`src/rtl/sync_fifo_param.sv`:
```
// Single-clock parametrised FIFO with fill count, almost flags and sticky error flags.
// Define SYNC_FIFO_FWFT_EN for first-word-fall-through reads; default is 1-cycle registered read.
module sync_fifo_param #(
  parameter int unsigned DATA_WIDTH = 8,
  parameter int unsigned DEPTH      = 16,
  parameter int unsigned ADDR_W     = $clog2(DEPTH),
  parameter int unsigned AF_LEVEL   = DEPTH - 2,
  parameter int unsigned AE_LEVEL   = 2
) (
  input  logic                  clk,
  input  logic                  rst_n,
  input  logic                  w_en,
  input  logic                  r_en,
  input  logic [DATA_WIDTH-1:0] data_in,
  input  logic                  err_clr,
  output logic [DATA_WIDTH-1:0] data_out,
  output logic                  full,
  output logic                  empty,
  output logic                  almost_full,
  output logic                  almost_empty,
  output logic [ADDR_W:0]       count,
  output logic                  overflow,
  output logic                  underflow
);

  localparam logic [ADDR_W:0] DepthCnt = DEPTH[ADDR_W:0];
  localparam logic [ADDR_W:0] AfCnt    = AF_LEVEL[ADDR_W:0];
  localparam logic [ADDR_W:0] AeCnt    = AE_LEVEL[ADDR_W:0];

  logic [DATA_WIDTH-1:0] mem [DEPTH];

  logic [ADDR_W-1:0] wr_ptr_q, wr_ptr_d;
  logic [ADDR_W-1:0] rd_ptr_q, rd_ptr_d;
  logic [ADDR_W:0]   count_q, count_d;
  logic              overflow_q, overflow_d;
  logic              underflow_q, underflow_d;
  logic              rd_acc, wr_acc;

  // Flags decode the registered count directly, so they move with count.
  always_comb begin
    full         = (count_q == DepthCnt);
    empty        = (count_q == '0);
    almost_full  = (count_q >= AfCnt);
    almost_empty = (count_q <= AeCnt);
    count        = count_q;
    overflow     = overflow_q;
    underflow    = underflow_q;
  end

  // A write while full is only accepted when a read frees a slot in the same cycle.
  always_comb begin
    rd_acc = r_en && !empty;
    wr_acc = w_en && (!full || rd_acc);
  end

  always_comb begin
    wr_ptr_d = wr_ptr_q;
    rd_ptr_d = rd_ptr_q;
    count_d  = count_q;
    if (wr_acc) begin
      wr_ptr_d = wr_ptr_q + 1'b1;
    end
    if (rd_acc) begin
      rd_ptr_d = rd_ptr_q + 1'b1;
    end
    unique case ({wr_acc, rd_acc})
      2'b10:   count_d = count_q + 1'b1;
      2'b01:   count_d = count_q - 1'b1;
      default: count_d = count_q;
    endcase
  end

  // Set takes priority over a simultaneous clear.
  always_comb begin
    overflow_d  = (w_en && !wr_acc) || (overflow_q && !err_clr);
    underflow_d = (r_en && !rd_acc) || (underflow_q && !err_clr);
  end

  always_ff @(posedge clk or negedge rst_n) begin
    if (!rst_n) begin
      wr_ptr_q    <= '0;
      rd_ptr_q    <= '0;
      count_q     <= '0;
      overflow_q  <= 1'b0;
      underflow_q <= 1'b0;
    end else begin
      wr_ptr_q    <= wr_ptr_d;
      rd_ptr_q    <= rd_ptr_d;
      count_q     <= count_d;
      overflow_q  <= overflow_d;
      underflow_q <= underflow_d;
    end
  end

  // Storage is deliberately left unreset.
  always_ff @(posedge clk) begin
    if (wr_acc) begin
      mem[wr_ptr_q] <= data_in;
    end
  end

`ifdef SYNC_FIFO_FWFT_EN
  // Head word is presented combinationally; forced to zero while empty so reset reads 0.
  always_comb begin
    data_out = empty ? '0 : mem[rd_ptr_q];
  end
`else
  logic [DATA_WIDTH-1:0] data_q;

  always_ff @(posedge clk or negedge rst_n) begin
    if (!rst_n) begin
      data_q <= '0;
    end else if (rd_acc) begin
      data_q <= mem[rd_ptr_q];
    end
  end

  always_comb begin
    data_out = data_q;
  end
`endif

endmodule
```
`config.mk`:
```
export PLATFORM = sky130hd
export DESIGN_NAME = sync_fifo_param
export DESIGN_NICKNAME = d
export VERILOG_FILES = /design/src/rtl/sync_fifo_param.sv
export SDC_FILE = /design/constraint.sdc
export NUM_CORES = 1
export LEC_CHECK = 0
export BUFFER_PORTS_ARGS = -buffer_cell sky130_fd_sc_hd__buf_2
export CORE_AREA = 2 2 115 117
export CTS_CLUSTER_SIZE = 14
export DETAILED_ROUTE_END_ITERATION = 16
export DIE_AREA = 0 0 117 119
export GPL_ROUTABILITY_DRIVEN = 0
export PLACE_DENSITY = 0.65
export SLEW_MARGIN = 25
export SYNTH_ARGS = -nofsm -noshare
export SYNTH_HDL_FRONTEND = slang
export SYNTH_SLANG_ARGS = --single-unit
```
`constraint.sdc`:
```
create_clock -name clk -period 3.8 [get_ports clk]
set_clock_uncertainty 0.05 [all_clocks]
set_input_delay 0.38 -clock clk [delete_from_list [all_inputs] [get_ports clk]]
set_output_delay 0.38 -clock clk [all_outputs]
set_load 0.02 [all_outputs]
```
==> results of run 1 <==
==> power by group through the flow <==
| stage | Clock (mW) | Sequential (mW) | Combinational, mW |
|---|---|---|---|
| after global routing | 1.62 | 2.32 | 1.64 |
| after CTS | 1.55 | 2.28 | 1.52 |
| final | 1.52 | 2.28 | 1.49 |
| after global placement | 0 | 2.30 | 1.49 |
| after floorplan | 0 | 2.27 | 1.11 |
| after detailed placement | 0 | 2.31 | 1.51 |
==> cell type report <==
cell class	instances	area [sq um]
fill	982	5793
sequential	151	4420
multi-input combinational	145	1578
clock buffer	19	432.9
timing repair buffer	50	300.3
tap	176	220.2
clock inverter	13	107.6
inverter	6	22.52
==> per-layer routing <==
layer | GRT usage | wire length (microns) | share of wire
met5 | 0 | 0 | 0
met4 | 0.06397 | 167 | 0.015
met3 | 0.04784 | 418 | 0.038
met2 | 0.2941 | 5769 | 0.52
met1 | 0.2320 | 4734 | 0.43
==> cell families (layout without fill, tap and decap cells) <==
| group | count (synthesis) | in the layout | share of synthesized area |
|---|---|---|---|
| DFF | 151 | 151 | 0.7251 |
| muxes | 53 | 53 | 0.1577 |
| and+or+nand+nor | 51 | 51 | 0.03736 |
| AOI/OAI and AO/OA | 23 | 23 | 0.03121 |
| buffers and inverters | 23 | 88 | 0.01601 |
| adders and majority gates | 9 | 9 | 0.01971 |
| xor gates and xnor gates | 9 | 9 | 0.01293 |
==> layout by cell type, fill, tap and decap left out, types with 2 or more instances in the layout <==
master        n
edfxtp_1    128
mux4_2       32
buf_2        31
dfrtp_1      22
nand2_1      20
buf_4        18
clkbuf_16    17
nor2_1       16
mux2i_1      15
xnor2_1       8
ha_1          8
o221ai_1      7
inv_1         6
nor3_1        5
clkinvlp_4    5
mux2_2        4
clkinv_2      3
nor4_1        2
o21ai_0       2
nand2b_1      2
a2111oi_0     2
a21o_1        2
a21oi_1       2
mux2i_4       2
nand4_1       2
clkbuf_1      2
clkinv_1      2
==> critical path: stages (launching register included) <==
cell,delay (ns)
dfrtp_1,0.46
or4_1,0.70
o21ai_0,0.28
nor2_1,0.14
fa_1,0.43
a21o_1,0.20
a21oi_1,0.24
mux2_2,0.36
or3b_2,0.46
==> registers in the layout, indices dropped and copies added (netlist names) <==
name       count
wr_ptr_q       4
count          5
overflow       1
mem          128
underflow      1
data_out       8
rd_ptr_q       4
==> worst max path at each step <==
stage              from  cells after the start  endpoint
2_1_floorplan  count[1]                     10  count[4]
3_3_place_gp   count[1]                      8  count[4]
3_5_place_dp   count[1]                      8  count[4]
4_1_cts        count[1]                      8  count[4]
5_1_grt        count[1]                      8  count[4]
6_report       count[1]                      8  count[4]
==> results.py, run 1 <==
metrics = {
    "timing": {
        "worst_slack_ns": 0.3556,
        "finalCritPeriodShare": 0.9064,
        "worstMarginPinSlew_ns": 0.8614,
        "slew_viol_final": 0,
        "tns_ns": 0,
        "finalHoldViolCount": 0,
        "timing.fmax_mhz": 290.3,
        "holdWs_ns": 0.2322,
        "max_slew_margin": 0.4231,
        "setup_viol": 0,
        "rsz0062_at_grt": "no",
        "period_needed_ns": 3.444,
    },
    "logic_synthesis": {
        "ys_seq_elements": 151,
        "synth_edf_count": 128,
        "synth_commonest_cells": "128 x edfxtp_1, 32 x mux4_2, 23 x dfrtp_1, 20 x nand2_1, 16 x nor2_1",
        "synth.net_count": 341,
        "netlist_area_sq_um": 6095,
        "ys.warnings.count": 0,
        "syn_inst": 319,
        "yosysTopAreaCell": "edfxtp_1",
        "synth_flop_cell": "edfxtp_1",
        "postSynth.asyncResetShare": 0.1523,
        "yosysSeqAreaShare": 0.7251,
        "synth_top_area_frac": 0.6307,
        "syn_area_per_cell_sq_um": 19.11,
        "yosysMostFrequentCell": "edfxtp_1",
        "synth_cell_type_count": 38,
        "synth.area.top_cells": "edfxtp_1 63%, mux4_2 12%, dfrtp_1 9.4%, mux2i_1 2.5%, ha_1 1.6%",
    },
    "run": {
        "maxCapViolCount": 0,
    },
    "cts": {
        "post_cts_buffers": 0,
        "tritoncts": "yes",
        "numCtsBuffers": 17,
        "h-tree-depth": 4,
        "cts_hold_buf": 1,
        "clk_latency_ns": 0.42,
        "clkTransAtPathRegs_ns": 0.06,
        "cts.path.max_buffers": 2,
        "clock_sinks": 151,
        "cts_resized": 0,
        "cts-root-buf": "clkbuf_16",
    },
    "worst_setup_path": {
        "worstReg2RegEnd": "count[4]",
        "r2r_slack_ns": 0.36,
        "reg2regPathDepth": 8,
        "critical_path_peak_fanout": 8,
        "setup.worst_path.end_class": "flip-flop",
        "path_class": "reg -> reg",
        "worstReg2RegStart": "count[1]",
        "arrival_ns": 3.68,
        "required_ns": 4.04,
        "start_kind": "flip-flop",
    },
    "cells_and_area": {
        "post-route-util": 0.5500,
        "stdcell_area_sq_um": 7082,
        "syn_to_final_growth_pct": 16.20,
        "drive_above_1_share": 0.3099,
        "fin_nets": 393,
        "antennaDiodeCount": 0,
        "stdcell_count": 560,
    },
    "power_and_ir_drop": {
        "p_int_mw": 3.667,
        "seq_power_share": 0.431,
        "p_comb_frac": 0.281,
        "leakagePower_nw": 2.495,
        "p_sw_mw": 1.619,
        "total_power_mw": 5.286,
        "p_clk_frac": 0.288,
        "p_sw_frac": 0.3062,
        "power_density_nw_per_um2": 746.4,
        "vdd_drop_max_uv": 412.3,
    },
    "outcome": {
        "status": "complete, no violations",
    },
    "die": {
        "initial_utilization": 0.4734,
        "die_area_sq_um": 13920,
        "core_area_sq_um": 12870,
        "fp.dieH_microns": 119,
        "io_pins": 32,
        "die_x_microns": 117,
        "fp-row-count": 42,
    },
    "placement": {
        "dpl-instance-area_sq_um": 6530,
        "port_buffers": 31,
        "post-place-ws_ns": 0.3701,
        "post-place-cells": 527,
        "hpwl_microns": 7289,
    },
    "route": {
        "vias_per_cell": 5.461,
        "routed_wl_microns": 11090,
        "drtAntennaViolNets": 0,
        "first_pass_iters": 4,
        "drc_errors": 0,
        "vias": 3058,
        "drtIter0Drc": 242,
        "wire_per_inst_microns": 19.80,
    },
    "min_path": {
        "hp-start": "err_clr",
        "min_path_cells": 3,
        "hold_path_class": "in -> reg",
        "worstHoldEndpoint": "overflow",
    },
    "grt": {
        "grt_pass1_wl_microns": 17840,
        "antenna_found_initial": 0,
        "grt_usage": 0.1797,
        "grt_max_degree": 35,
        "grt_pass1_vias": 3273,
        "grt.overflow.total": 0,
    },
}
Power figures use the tool's default switching activity.
==> run 2: changes to the inputs <==
- BUFFER_PORTS_ARGS: -buffer_cell sky130_fd_sc_hd__buf_2 -> not set
- DONT_BUFFER_PORTS: not set -> 1
- PLACE_DENSITY: 0.65 -> not set
- RECOVER_POWER: not set -> 50
==> run 2 against run 1 <==
Via count is 3.7% lower. Largest power group unchanged. Sequential power about the same. Clock power grew 9%. Combinational power is essentially flat.
==> results.py, run 2 (synthesis results as in run 1) <==
metrics = {
    "outcome": {
        "status": "complete, no violations",
    },
    "cells_and_area": {
        "regMostFlops": "mem",
        "stdcell_count": 544,
        "drive_above_1_share": 0.2527,
        "final_cell_mix": "128 x edfxtp_1, 32 x mux4_2, 24 x buf_4",
        "largest_reg_flops": 128,
        "antennaDiodeCount": 0,
        "fin_nets": 377,
        "final_common_cell": "edfxtp_1",
        "syn_to_final_growth_pct": 16.51,
        "stdcell_area_sq_um": 7101,
    },
    "placement": {
        "post-place-cells": 502,
        "dpl-instance-area_sq_um": 6421,
        "hpwl_microns": 7194,
        "post-place-ws_ns": 0.4634,
        "port_buffers": 0,
    },
    "timing": {
        "worst_slack_ns": 0.4370,
        "finalCritPeriodShare": 0.8850,
        "finalHoldViolCount": 0,
        "worstMarginPinSlew_ns": 1.365,
        "tns_ns": 0,
        "timing.fmax_mhz": 297.3,
        "rsz0062_at_grt": "no",
        "slew_viol_final": 0,
        "setup_viol": 0,
        "max_slew_margin": 0.09028,
        "period_needed_ns": 3.363,
    },
    "cts": {
        "clock_sinks": 151,
        "clkTransAtPathRegs_ns": 0.06,
        "numCtsBuffers": 17,
        "tritoncts": "yes",
        "post_cts_buffers": 0,
        "cts-root-buf": "clkbuf_16",
        "h-tree-depth": 4,
        "cts_resized": 0,
        "clk_latency_ns": 0.41,
        "cts.path.max_buffers": 2,
    },
    "die": {
        "initial_utilization": 0.4734,
        "fp-row-count": 42,
        "fp.dieH_microns": 119,
        "io_pins": 32,
        "core_area_sq_um": 12870,
        "die_area_sq_um": 13920,
        "die_x_microns": 117,
    },
    "worst_setup_path": {
        "start_kind": "flip-flop",
        "worstReg2RegEnd": "count[4]",
        "path_class": "reg -> reg",
        "worstReg2RegStart": "count[1]",
        "arrival_ns": 3.59,
        "r2r_slack_ns": 0.44,
        "critical_path_peak_fanout": 5,
        "required_ns": 4.03,
        "setup.worst_path.end_class": "flip-flop",
        "reg2regPathDepth": 8,
    },
    "grt": {
        "grt_pass1_wl_microns": 18130,
        "grt_max_degree": 35,
        "grt_pass1_vias": 2986,
        "antenna_found_initial": 0,
        "grt_usage": 0.1885,
        "grt.overflow.total": 0,
    },
    "route": {
        "vias": 2944,
        "routed_wl_microns": 11730,
        "first_pass_iters": 5,
        "vias_per_cell": 5.412,
        "drc_errors": 0,
        "drtAntennaViolNets": 0,
        "wire_per_inst_microns": 21.55,
        "drtIter0Drc": 341,
    },
    "min_path": {
        "min_path_cells": 1,
        "hold_path_class": "in -> reg",
        "worstHoldEndpoint": "underflow",
        "hp-start": "r_en",
    },
    "power_and_ir_drop": {
        "vdd_drop_max_uv": 590.1,
        "power_density_nw_per_um2": 763.3,
        "leakagePower_nw": 2.468,
    },
    "run": {
        "maxCapViolCount": 0,
    },
}
run 2: changes by cell type in the layout (fill, tap and decap cells not counted), moves of 2 or more:
cell and change:
buf_2 -31, buf_4 +6, bufinv_16 +2, clkinv_1 +2, clkinv_4 +2, clkinvlp_4 -5, dlygate4sd3_1 +8
run 2: power by group:
group	switching [mW]	leakage (nW)	internal, mW	total (mW)
Combinational	0.797	0.743	0.699	1.50
Sequential	0.218	1.43	2.06	2.28
Clock	0.626	0.291	1.02	1.65
Total	1.64	2.47	3.78	5.42
run 2: repair_timing:
action                                 CTS  global route
setup endpoints to repair                0             0
hold buffers                            10             0
endpoints found under the hold margin  151             0
run 2: worst max path at each step:
stage	startpoint	to	slack, ns	cells after the start
after floorplan	count[1]	count[4]	0.36	10
after global placement	count[1]	count[4]	0.55	8
after detailed placement	count[1]	count[4]	0.46	8
after CTS	count[1]	count[4]	0.45	8
after global routing	count[1]	count[4]	0.25	8
final	count[1]	count[4]	0.44	8
run 2: critical path: stages, from the launching register on:
cell	delay [ns]
dfrtp_1	0.37
or4_1	0.67
o21ai_0	0.29
nor2_1	0.15
fa_1	0.43
a21o_1	0.19
a21oi_1	0.26
mux2_2	0.36
or3b_2	0.46
run 2: layout make-up:
type                       instances  area [sq um]
fill                            1004          5774
sequential                       151          4419
multi-input combinational        145          1579
inverter                           6         22.52
clock inverter                    15         160.2
clock buffer                      17         425.4
tap                              176         220.2
timing repair buffer              34         274.0
run 2: layer usage:
metal / global-route usage / vias to the layer above / routed length, microns
li1: - / 1358 / -
met1: 0.2793 / 1509 / 5262
met2: 0.2659 / 70 / 5548
met3: 0.05598 / 7 / 808
met4: 0.06985 / 0 / 105
met5: 0 / - / 0
run 2: metrics by stage:
step | power, mW | utilization | hold WS (ns)
after global routing | 5.698 | 0.5515 | 0.02932
final | 5.420 | 0.5515 | 0.06130
after CTS | 5.495 | 0.5528 | 0.03140
after floorplan | 3.386 | - | 0.03441
after detailed placement | 3.804 | 0.4987 | 0.03542
after global placement | 3.777 | 0.4987 | 0.03528
==> run 3: changes to the inputs <==
- ABC_AREA: not set -> 1
- CORE_AREA: 2 2 115 117 -> 2 2 127 117
- DIE_AREA: 0 0 117 119 -> 0 0 129 119
==> run 3 against run 2 <==
Worst setup slack improved by 0.74 ns. Worst hold slack improved by 0.0086 ns. Combinational power rose by 14%. Power rose by 8.4%. Largest power group unchanged. Sequential power rose by 2%. Die area rose by 10%. Clock power rose by 12%. Sequential cell count did not move. Cell area rose by 6.0%. Critical path type unchanged. Critical endpoint unchanged. Highest routed layer unchanged. Critical path depth rose by 5. Clock-buffer cell count did not move.
==> results.py, run 3 <==
metrics = {
    "outcome": {
        "status": "complete, no violations",
    },
    "route": {
        "first_pass_iters": 5,
        "drtAntennaViolNets": 0,
        "drtIter0Drc": 363,
        "vias": 4218,
        "wire_per_inst_microns": 16.28,
        "vias_per_cell": 4.893,
        "drc_errors": 0,
        "routed_wl_microns": 14040,
    },
    "cells_and_area": {
        "fill_cells": 1228,
        "antennaDiodeCount": 0,
        "drive_above_1_share": 0.07380,
        "largest_reg_flops": 128,
        "syn_to_final_growth_pct": 12.03,
        "post-route-util": 0.5285,
        "final_common_cell": "nand2_1",
        "final_cell_mix": "220 x nand2_1, 128 x edfxtp_1, 89 x inv_1",
        "regMostFlops": "mem",
        "stdcell_area_sq_um": 7526,
        "seq_area_sq_um": 4420,
        "fin_nets": 673,
        "multiInputGateArea_sq_um": 1725,
    },
    "logic_synthesis": {
        "synth_commonest_cells": "220 x nand2_1, 128 x edfxtp_1, 89 x inv_1, 86 x nand3_1, 23 x dfrtp_1",
        "synth.net_count": 668,
        "synth_top_area_frac": 0.5722,
        "syn_inst": 646,
        "ys.warnings.count": 0,
        "synth_cell_type_count": 26,
        "synth_edf_count": 128,
        "postSynth.asyncResetShare": 0.1523,
        "synth_flop_cell": "edfxtp_1",
        "synth.area.top_cells": "edfxtp_1 57%, nand2_1 12%, dfrtp_1 8.6%, nand3_1 6.4%, inv_1 5.0%",
        "yosysTopAreaCell": "edfxtp_1",
        "netlist_area_sq_um": 6718,
        "ys_seq_elements": 151,
        "yosysSeqAreaShare": 0.6579,
        "syn_area_per_cell_sq_um": 10.40,
        "yosysMostFrequentCell": "nand2_1",
    },
    "timing": {
        "max_slew_margin": 0.1914,
        "tns_ns": 0,
        "finalCritPeriodShare": 0.6893,
        "timing.fmax_mhz": 381.8,
        "rsz0062_at_grt": "no",
        "worst_slack_ns": 1.181,
        "period_needed_ns": 2.619,
        "worstMarginPinSlew_ns": 1.213,
        "setup_viol": 0,
        "finalHoldViolCount": 0,
        "slew_viol_final": 0,
    },
    "die": {
        "io_pins": 32,
        "fp-row-count": 42,
        "initial_utilization": 0.4717,
        "core_area_sq_um": 14240,
        "die_area_sq_um": 15350,
        "die_x_microns": 129,
        "fp.dieH_microns": 119,
    },
    "grt": {
        "antenna_found_initial": 0,
        "grt.overflow.total": 0,
        "grt_max_degree": 75,
        "grt_usage": 0.1985,
        "grt_pass1_wl_microns": 22250,
        "grt_pass1_vias": 4081,
    },
    "power_and_ir_drop": {
        "power_density_nw_per_um2": 780.5,
        "vdd_drop_max_uv": 384.6,
        "leakagePower_nw": 3.207,
    },
    "worst_setup_path": {
        "path_class": "reg -> reg",
        "path_delay_family": "simple AND/OR/NAND/NOR gates",
        "critical_path_peak_fanout": 13,
        "setup.worst_path.end_class": "flip-flop",
        "arrival_ns": 2.89,
        "path_cells": "nor2_1, nand3_2, nand2_2, inv_2, nand2_1, inv_1, ha_1, a21oi_1, nand3_1, nand2_1, nand3_1, nand2_1, inv_1",
        "start_kind": "flip-flop",
        "required_ns": 4.07,
        "crit_top_cell": "nand2_1",
        "cp_num_buf_inv": 3,
        "worst_path_largest_cell_delay_ns": 0.52,
        "cp_slowest_cell": "dfrtp_1",
    },
    "cts": {
        "clk_latency_ns": 0.43,
        "tritoncts": "yes",
        "cts.path.max_buffers": 2,
        "numCtsBuffers": 17,
        "h-tree-depth": 4,
        "clock_sinks": 151,
        "cts-root-buf": "clkbuf_16",
        "clkTransAtPathRegs_ns": 0.06,
    },
    "placement": {
        "port_buffers": 0,
        "dpl-instance-area_sq_um": 6771,
        "hpwl_microns": 8902,
        "post-place-ws_ns": 1.248,
    },
    "min_path": {
        "hold_path_class": "in -> reg",
    },
    "run": {
        "maxCapViolCount": 0,
    },
}
-- run 3: metal layers --
layer | global-route usage | wire length, microns
met1 | 0.2656 | 6543
met2 | 0.3185 | 6786
met3 | 0.05076 | 513
met4 | 0.06454 | 194
met5 | 0 | 0
-- run 3: what timing repair did --
| action | 4_1_cts | 5_1_grt |
|---|---|---|
| hold buffers | 10 | 1 |
| gates resized for setup | 0 | 0 |
| setup buffers | 0 | 0 |
| endpoints found under the hold margin | 153 | 23 |
-- run 3: cell type report --
cell class	instances	area share
clock buffer	17	0.05653
multi-input combinational	372	0.2293
clock inverter	15	0.03009
timing repair buffer	13	0.01579
sequential	151	0.5874
inverter	96	0.04805
tap	198	0.03292
-- run 3: cell families (layout without fill, tap and decap cells) --
group           count (synthesis)  after routing  share of synthesized area
compound gates                 21             21                    0.01993
xor+xnor                        8              8                    0.01043
fa+ha+maj                       9              9                    0.01788
buf+inv                       123            141                    0.08512
flops                         151            151                     0.6579
simple gates                  334            334                     0.2088
-- run 3: final timing paths --
check                       startpoint          end  slack [ns]  depth (start not counted)
setup / recovery              count[1]     count[4]        1.18                         13
hold / removal                    r_en    underflow        0.07                          2
setup reg to reg              count[1]     count[4]        1.18                         13
hold reg to reg            wr_ptr_q[2]  wr_ptr_q[2]        0.58                          2
max in group asynchronous        rst_n  rd_ptr_q[0]        2.20                          2
min in group asynchronous        rst_n  rd_ptr_q[2]        0.70                          2
-- run 3: per-stage QoR --
step	std cells	hold WS, ns	total power, mW
3_3_place_gp	819	0.03485	4.021
3_5_place_dp	819	0.03473	4.042
2_1_floorplan	646	0.03441	3.700
4_1_cts	861	0.04933	5.927
6_report	862	0.06993	5.874
5_1_grt	862	0.06339	6.238
-- run 3: worst register-to-register path, cell delays in order (launching register included) --
cell     delay [ns]
dfrtp_1        0.52
nor2_1         0.25
nand3_2        0.14
nand2_2        0.23
inv_2          0.16
nand2_1        0.13
inv_1          0.11
ha_1           0.33
a21oi_1        0.23
nand3_1        0.09
nand2_1        0.09
nand3_1        0.07
nand2_1        0.07
inv_1          0.04
-- run 3: power by group --
part	switching (mW)	leakage [nW]	total (mW)	internal, mW
logic	1.21	1.47	1.71	0.501
clock network	0.672	0.303	1.84	1.17
registers	0.277	1.44	2.33	2.05
total	2.16	3.21	5.87	3.72
